===== src/rtl/ibex_cap_pkg.sv =====
// ibex_cap_pkg: shared capability constants and the load-writeback state encoding.
// Contents: CAP_W / CAP_TAG_BIT geometry, NULLCAP and ALMIGHTY encodings,
// and cap_ld_state_e for ibex_cap_load_wb.
package ibex_cap_pkg;
    localparam int unsigned CAP_W       = 93;
    localparam int unsigned CAP_TAG_BIT = 92;
    localparam logic [CAP_W-1:0] NULLCAP  = 93'h000000000000001F690003F0;
    localparam logic [CAP_W-1:0] ALMIGHTY = 93'h100000000003FFDF690003F0;
    typedef enum logic [2:0] {
        IDLE    = 3'd0,
        BEAT0   = 3'd1,
        BEAT1   = 3'd2,
        BEAT2   = 3'd3,
        WB_PEND = 3'd4
    } cap_ld_state_e;
endpackage


===== src/rtl/ibex_cap_load_wb.sv =====
// ibex_cap_load_wb: assembles capability/integer loads and merges them with the ALU onto the RF write port.
// Ports:
//   clk_i, rst_ni                      clock, asynchronous active-low reset
//   ld_req_i, ld_cap_i, ld_waddr_i     load request from the LSU (cap = 3 beats, integer = 1 beat)
//   ld_req_ready_o                     idle, a request is accepted
//   data_rvalid_i/rdata_i/tag_i/err_i  data-bus beats (tag sampled on beat 0)
//   alu_we_i, alu_waddr_i, alu_wdata_i ALU writeback, always has port priority
//   rf_we_o, rf_waddr_o, rf_wdata_o    register-file write port
//   ld_busy_o, ld_waddr_o              outstanding load and its destination for the hazard unit
//   ld_done_o                          load written (or x0 write suppressed) this cycle
//   ld_err_o                           registered pulse, load aborted by a bus error
module ibex_cap_load_wb
    import ibex_cap_pkg::*;
#(
    parameter int unsigned DataWidth = 93,
    parameter int unsigned TagBit    = 92
) (
    input  logic                 clk_i,
    input  logic                 rst_ni,
    input  logic                 ld_req_i,
    input  logic                 ld_cap_i,
    input  logic [4:0]           ld_waddr_i,
    output logic                 ld_req_ready_o,
    input  logic                 data_rvalid_i,
    input  logic [31:0]          data_rdata_i,
    input  logic                 data_tag_i,
    input  logic                 data_err_i,
    input  logic                 alu_we_i,
    input  logic [4:0]           alu_waddr_i,
    input  logic [DataWidth-1:0] alu_wdata_i,
    output logic                 rf_we_o,
    output logic [4:0]           rf_waddr_o,
    output logic [DataWidth-1:0] rf_wdata_o,
    output logic                 ld_busy_o,
    output logic [4:0]           ld_waddr_o,
    output logic                 ld_done_o,
    output logic                 ld_err_o
);
    if (DataWidth != CAP_W || TagBit != CAP_TAG_BIT) begin : g_bad_width
        $error("ibex_cap_load_wb supports only DataWidth=93, TagBit=92");
    end

    cap_ld_state_e        r_state;
    logic                 r_cap;
    logic                 r_tag;
    logic                 r_err;
    logic [4:0]           r_waddr;
    logic [DataWidth-1:0] r_buf;
    logic                 w_in_beat;
    logic                 w_abort;
    logic                 w_ld_wb;

    assign w_in_beat = (r_state == BEAT0) || (r_state == BEAT1) || (r_state == BEAT2);
    assign w_abort   = w_in_beat && data_rvalid_i && data_err_i;
    // The load only reaches the port in cycles the ALU leaves free.
    assign w_ld_wb   = (r_state == WB_PEND) && !alu_we_i;

    always_ff @(posedge clk_i or negedge rst_ni) begin
        if (!rst_ni) begin
            r_state <= IDLE;
            r_cap   <= 1'b0;
            r_tag   <= 1'b0;
            r_err   <= 1'b0;
            r_waddr <= 5'd0;
            r_buf   <= NULLCAP;
        end else begin
            r_err <= 1'b0;
            if (w_abort) begin
                r_err   <= 1'b1;
                r_buf   <= NULLCAP;
                r_state <= IDLE;
            end else begin
                case (r_state)
                    IDLE: if (ld_req_i) begin
                        r_cap   <= ld_cap_i;
                        r_waddr <= ld_waddr_i;
                        r_state <= BEAT0;
                    end
                    BEAT0: if (data_rvalid_i) begin
                        if (r_cap) begin
                            r_buf[31:0] <= data_rdata_i;
                            r_tag       <= data_tag_i;
                            r_state     <= BEAT1;
                        end else begin
                            r_buf   <= {NULLCAP[DataWidth-1:32], data_rdata_i};
                            r_state <= WB_PEND;
                        end
                    end
                    BEAT1: if (data_rvalid_i) begin
                        r_buf[63:32] <= data_rdata_i;
                        r_state      <= BEAT2;
                    end
                    // Top nibble of the last beat lies beyond the 93-bit capability.
                    BEAT2: if (data_rvalid_i) begin
                        r_buf[91:64]  <= data_rdata_i[27:0];
                        r_buf[TagBit] <= r_tag;
                        r_state       <= WB_PEND;
                    end
                    WB_PEND: if (!alu_we_i) r_state <= IDLE;
                    default: r_state <= IDLE;
                endcase
            end
        end
    end

    always_comb begin
        rf_we_o    = alu_we_i ? (alu_waddr_i != 5'd0) : (w_ld_wb && r_waddr != 5'd0);
        rf_waddr_o = alu_we_i ? alu_waddr_i : (w_ld_wb ? r_waddr : 5'd0);
        rf_wdata_o = alu_we_i ? alu_wdata_i : (w_ld_wb ? r_buf : '0);
    end

    assign ld_req_ready_o = (r_state == IDLE);
    assign ld_busy_o      = (r_state != IDLE);
    assign ld_waddr_o     = ld_busy_o ? r_waddr : 5'd0;
    assign ld_done_o      = w_ld_wb;
    assign ld_err_o       = r_err;
endmodule


===== config.mk =====
export PLATFORM = sky130hd
export DESIGN_NAME = ibex_cap_load_wb
export DESIGN_NICKNAME = d
export VERILOG_FILES = /design/src/rtl/ibex_cap_pkg.sv /design/src/rtl/ibex_cap_load_wb.sv
export SDC_FILE = /design/constraint.sdc
export NUM_CORES = 1
export LEC_CHECK = 0
export CAP_MARGIN = 10
export CORE_MARGIN = 2
export CORE_UTILIZATION = 40
export CTS_CLUSTER_DIAMETER = 120
export DETAILED_ROUTE_END_ITERATION = 8
export GPL_TIMING_DRIVEN = 0
export PLACE_DENSITY = 0.89
export SETUP_SLACK_MARGIN = 0.2
export SLEW_MARGIN = 40
export SYNTH_ARGS = -nofsm -noshare
export SYNTH_HDL_FRONTEND = slang
export SYNTH_SLANG_ARGS = --single-unit
export TNS_END_PERCENT = 50

===== constraint.sdc =====
create_clock -name clk_i -period 4.1 [get_ports clk_i]
set_input_delay 0.615 -clock clk_i [delete_from_list [all_inputs] [get_ports clk_i]]
set_output_delay 0.615 -clock clk_i [all_outputs]
set_load 0.01 [all_outputs]

==> reports/metrics.yaml, run 1 <==
outcome: "complete, no violations"
setup_violations: 0
path_clk_slew_ps: 80
grt_pass1_wl_mm: 29.09
layout_commonest_cell: "clkdlybuf4s50_1"
crit_required_ps: 3480
dieArea_um2: 13590
finalClockSkew_ps: 8.132
setup_ws_ps: 403.8
tightest_slew_ps: 796.7
cts_resized: 0
max_cap_violations: 0
rows: 41
h-tree-depth: 3
area_delta_synth_final_pct: 60.46
place_hpwl_mm: 14.59
drc: 0
rsz0062_at_grt: "no"
cts_buffers: 9
finalWirelength_mm: 19.49
ys_warn_count: 0
fmax_mhz: 270.6
io_buffers: 250
drv_slew: 0
synth_nets: 598
diodes: 0
fin_nets: 860
synth_cell_types: 33
r2r-start: "r_state[2]"
drive_gt1_share_pct: 10.39
crit_fanout: 10
p_leak_nw: 3.345
clock_latency_ps: 340
die_width_um: 116.6
cts_setup_buffers: 0
grt_pass1_vias: 5403
hold_buffers: 0
dpl.cell_count: 878
syn_inst: 455
finalNonFillerCells: 894
ys_ff_latch: 104
ctsLongestPathBuffers: 2
synth_seq_area_share_pct: 51.70
slowest_stage: "clkbuf_1"
antenna_left: 0
overflow: 0
pre_cts_ws_ps: 412.0
synth_top_area_share_pct: 43.93
final_hold_viol_count: 0
hp-class: "in2async"
synth_area_um2: 5070
path_class: "in2out"
dpl-instance-area_um2: 7820
vdd_drop_max_mv: 0.2621
vias: 5205
layout_common_cells: "clkdlybuf4s50_1 (249), a22o_1 (147), dfrtp_1 (89)"
vias_per_cell: 5.822
cts_root_buffer: "clkbuf_16"
synth_area_leaders: "dfrtp_1 (44%), a22o_1 (25%), dfstp_2 (7.8%), o21ai_0 (5.0%), o22a_1 (2.6%)"
cts_tree: "built"
slew_headroom_pct: 46.48
finalCritPeriodShare_pct: 90.15
worst_path_largest_cell_delay_ps: 560
drt_iter0_drc: 374
postSynthAreaPerCell_um2: 11.14
gp_congestion: 0.8823
reg2reg_slack_ps: 2100
fin_area_um2: 8135
synth.largest_area_cell: "dfrtp_1"
initial_utilization_pct: 40.50
utilization_pct: 64.99
drtPass1Iterations: 5
powerDensity_nw_per_um2: 482.4
grt_max_degree: 58
worst_r2r_path_depth: 5
io_pins: 251
core_area_um2: 12520
crit_arrival_ps: 3080
setup_tns_ps: 0
start_kind: "input port"
reg2reg_to: "r_buf[59]"
grt_usage_pct: 28.31
cp-end-kind: "output pin"
die_h_um: 116.6
routedWlPerCell_um: 21.80
antenna_found_initial: 0
cp_cell_sequence: "clkdlybuf4s50_1, clkbuf_1, clkbuf_1, a22o_1, clkdlybuf4s50_1"
layout_min_cycle_time_ps: 3696
cts.sinks: 104
==> final cells by class <==
type	instances	area [um2]
multi-input cells	302	2193
clock buffers	10	239.0
well taps	172	215.2
inverters	2	7.507
fillers	1016	4382
flip-flops and latches	104	2621
plain buffers	47	247.7
repair buffers	251	2535
clock inverters	6	76.32
==> per-layer routing <==
| metal | GRT usage [%] | share of wire (%) |
|---|---|---|
| met1 | 33.52 | 37 |
| met2 | 49.96 | 51 |
| met3 | 6.279 | 9.1 |
| met4 | 11.53 | 3.2 |
| met5 | 0 | 0 |
==> worst max-delay path by stage <==
stage	startpoint	to	slack (ps)	cells after the start
2_1_floorplan	r_state[0]	rf_we_o	2030	6
3_3_place_gp	rst_ni	r_buf[65]	-1210	1
3_5_place_dp	alu_we_i	rf_wdata_o[69]	410	5
4_1_cts	alu_we_i	rf_wdata_o[69]	400	5
5_1_grt	alu_we_i	rf_wdata_o[71]	350	5
6_report	alu_we_i	rf_wdata_o[69]	400	5
==> cells by family after synthesis <==
logic type             Yosys count  share of synthesized area [%]
AOI/OAI and AO/OA              230                          35.22
buffers and inverters           49                          5.034
DFF                            104                          51.70
muxes                            8                          1.777
and+or+nand+nor                 64                          6.268
==> flip-flops by register name, summed over array words and instances, names as in the netlist <==
name,flops
r_state,3
ld_err_o,1
r_buf,93
r_waddr,5
r_cap,1
r_tag,1
==> stage by stage <==
step           hold slack (ps)  total power, mW
6_report                 155.2            3.925
5_1_grt                  175.5            4.106
4_1_cts                  167.8            3.911
2_1_floorplan            319.4            2.299
3_3_place_gp             487.7            2.914
3_5_place_dp             488.3            2.990
==> cell usage after synthesis, drive strengths merged <==
| master | instances |
|---|---|
| a211oi | 2 |
| dfrtp | 89 |
| clkbuf | 19 |
| o22a | 15 |
| inv | 2 |
| nor4b | 1 |
| nor3 | 4 |
| a21oi | 1 |
| nor2 | 8 |
| mux2 | 8 |
| nand2b | 3 |
| or2 | 2 |
| and2 | 1 |
| nor3b | 1 |
| buf | 28 |
| nor2b | 6 |
| or4 | 2 |
| a32o | 1 |
| nand2 | 34 |
| and2b | 1 |
| or3 | 1 |
| a22o | 147 |
| dfstp | 15 |
| o21ai | 62 |
| a311oi | 1 |
| a32oi | 1 |
==> power breakdown <==
part / internal (mW) / switching (mW)
Combinational: 0.719 / 0.685
Clock: 0.501 / 0.416
Sequential: 1.37 / 0.232
==> critical path: cells and delay by family <==
family	cells	cell delay, ps
AO/OA/AOI/OAI	1	290
buffers and inverters	4	2170
Note: power is estimated with default switching activity, not from simulation.
==> run 2, diff against run 1 <==
--- a/config.mk
+++ b/config.mk
@@ -13,7 +13,6 @@
 export GPL_TIMING_DRIVEN = 0
 export PLACE_DENSITY = 0.89
 export SETUP_SLACK_MARGIN = 0.2
-export SLEW_MARGIN = 40
 export SYNTH_ARGS = -nofsm -noshare
 export SYNTH_HDL_FRONTEND = slang
 export SYNTH_SLANG_ARGS = --single-unit
==> reports/metrics.yaml, run 2 (synthesis results as in run 1) <==
outcome: "complete, no violations"  # unchanged
layout_min_cycle_time_ps: 3605  # was 3696 ps
io_buffers: 250  # unchanged
grt_pass1_wl_mm: 28.60  # was 29.09 mm
p_total_mw: 3.818  # was 3.925 mW
grt_max_degree: 58  # unchanged
grt_usage_pct: 27.73  # was 28.31%
finalWirelength_mm: 19.31  # was 19.49 mm
dieArea_um2: 13590  # unchanged
setup_violations: 0  # unchanged
cts_setup_buffers: 0  # unchanged
layout_commonest_cell: "clkdlybuf4s50_1"  # unchanged
fin_nets: 860  # unchanged
fmax_mhz: 277.4  # was 270.6 MHz
crit_fanout: 10  # unchanged
initial_utilization_pct: 40.50  # unchanged
pwr-share-seq_pct: 42.0  # was 40.8%
p_leak_nw: 3.325  # was 3.345 nW
h-tree-depth: 3  # unchanged
drc: 0  # unchanged
final_hold_viol_count: 0  # unchanged
p_int_mw: 2.512  # was 2.592 mW
finalClockSkew_ps: 12.90  # was 8.132 ps
drv_slew: 0  # unchanged
io_pins: 251  # unchanged
p_clk_share_pct: 21.4  # was 23.4%
dpl.cell_count: 878  # unchanged
cts.sinks: 104  # unchanged
drt_iter0_drc: 349  # was 374
rsz0062_at_grt: "no"  # unchanged
pre_cts_ws_ps: 467.4  # was 412.0 ps
routedWlPerCell_um: 21.60  # was 21.80 um
reg.largest.list: "r_buf x93, r_waddr x5, r_state x3"  # unchanged
largest_reg_flops: 93  # unchanged
crit_arrival_ps: 2990  # was 3080 ps
tightest_slew_ps: 810.8  # was 796.7 ps
antenna_found_initial: 0  # unchanged
finalCritPeriodShare_pct: 87.93  # was 90.15%
top_register: "r_buf"  # unchanged
drive_gt1_share_pct: 10.25  # was 10.39%
die_width_um: 116.6  # unchanged
path_clk_slew_ps: 80  # about the same
area_delta_synth_final_pct: 59.65  # was 60.46%
netSwitchingFraction_pct: 34.22  # was 33.96%
die_h_um: 116.6  # unchanged
nFillCells: 1018  # was 1016
max_cap_violations: 0  # unchanged
cts_buffers: 9  # unchanged
setup_tns_ps: 0  # unchanged
p_switching_mw: 1.307  # was 1.333 mW
crit_required_ps: 3480  # about the same
cts_resized: 0  # unchanged
antenna_left: 0  # unchanged
cp-end-kind: "output pin"  # unchanged
cts_tree: "built"  # unchanged
slew_headroom_pct: 45.53  # was 46.48%
path_class: "in2out"  # unchanged
hp-class: "in2async"  # unchanged
core_area_um2: 12520  # unchanged
powerDensity_nw_per_um2: 471.7  # was 482.4 nW/um2
dpl-instance-area_um2: 7812  # was 7820 um2
vdd_drop_max_mv: 0.2022  # was 0.2621 mV
grt_pass1_vias: 5314  # was 5403
overflow: 0  # unchanged
vias_per_cell: 5.826  # was 5.822
gp_congestion: 0.8823  # unchanged
clock_latency_ps: 340  # about the same
fin_area_um2: 8094  # was 8135 um2
diodes: 0  # unchanged
hold_buffers: 0  # unchanged
finalNonFillerCells: 894  # unchanged
cts_root_buffer: "clkbuf_16"  # unchanged
place_hpwl_mm: 14.60  # was 14.59 mm
layout_common_cells: "clkdlybuf4s50_1 (249), a22o_1 (147), dfrtp_1 (89)"  # unchanged
drtPass1Iterations: 5  # unchanged
rows: 41  # unchanged
combPwrFrac_pct: 36.6  # was 35.8%
ctsLongestPathBuffers: 2  # unchanged
vias: 5208  # was 5205
setup_ws_ps: 494.7  # was 403.8 ps
start_kind: "input port"  # unchanged
## run 2: cell types whose count changed in the layout (fill, tap and decap cells not counted), sizes merged
cell and change:
bufinv -1, clkinv +1
## run 2: routing by layer
| metal | wire length, um | vias to the layer above | GRT usage [%] |
|---|---|---|---|
| met5 | 0 | - | 0 |
| met4 | 582 | 0 | 11.29 |
| met3 | 1672 | 46 | 5.501 |
| met2 | 9758 | 316 | 48.33 |
| met1 | 7294 | 2565 | 33.77 |
| li1 | - | 2281 | - |
## run 2: power by group through the flow
stage	registers [mW]	clock network (mW)	logic, mW
2_1_floorplan	1.52	0	0.783
3_5_place_dp	1.61	0	1.39
5_1_grt	1.63	0.871	1.50
3_3_place_gp	1.59	0	1.32
6_report	1.60	0.818	1.40
4_1_cts	1.59	0.835	1.39
## run 2: path summary, 6_finish.rpt
| kind | from | end | slack [ps] | cells past startpoint |
|---|---|---|---|---|
| max | alu_we_i | rf_wdata_o[69] | 490 | 5 |
| min | rst_ni | r_buf[19] | 280 | 1 |
| max reg2reg | r_state[2] | r_buf[60] | 2070 | 5 |
| min reg2reg | r_buf[51] | r_buf[51] | 510 | 1 |
| max in group asynchronous | rst_ni | r_buf[72] | 3090 | 2 |
| min in group clk_i | r_buf[51] | r_buf[51] | 510 | 1 |
## run 2: worst max-delay path, stage by stage
cell and delay (ps):
clkdlybuf4s50_1 500, clkbuf_1 490, clkbuf_1 540, a22o_1 280, clkdlybuf4s50_1 550
## run 2: metrics by stage
stage	hold WS (ps)	util (%)
finish	281.1	64.66
detailed placement	487.6	62.42
floorplan	319.4	-
global placement	487.7	62.22
global route	338.2	64.66
CTS	313.1	64.66
## run 2: final cells by class
class	count	area, um2	area share (%)
multi-input cells	302	2193	27.10
repair buffers	251	2527	31.23
well taps	172	215.2	2.659
flip-flops and latches	104	2621	32.39
inverters	2	7.507	0.09275
clock inverters	6	52.55	0.6493
clock buffers	10	229.0	2.829
plain buffers	47	247.7	3.061
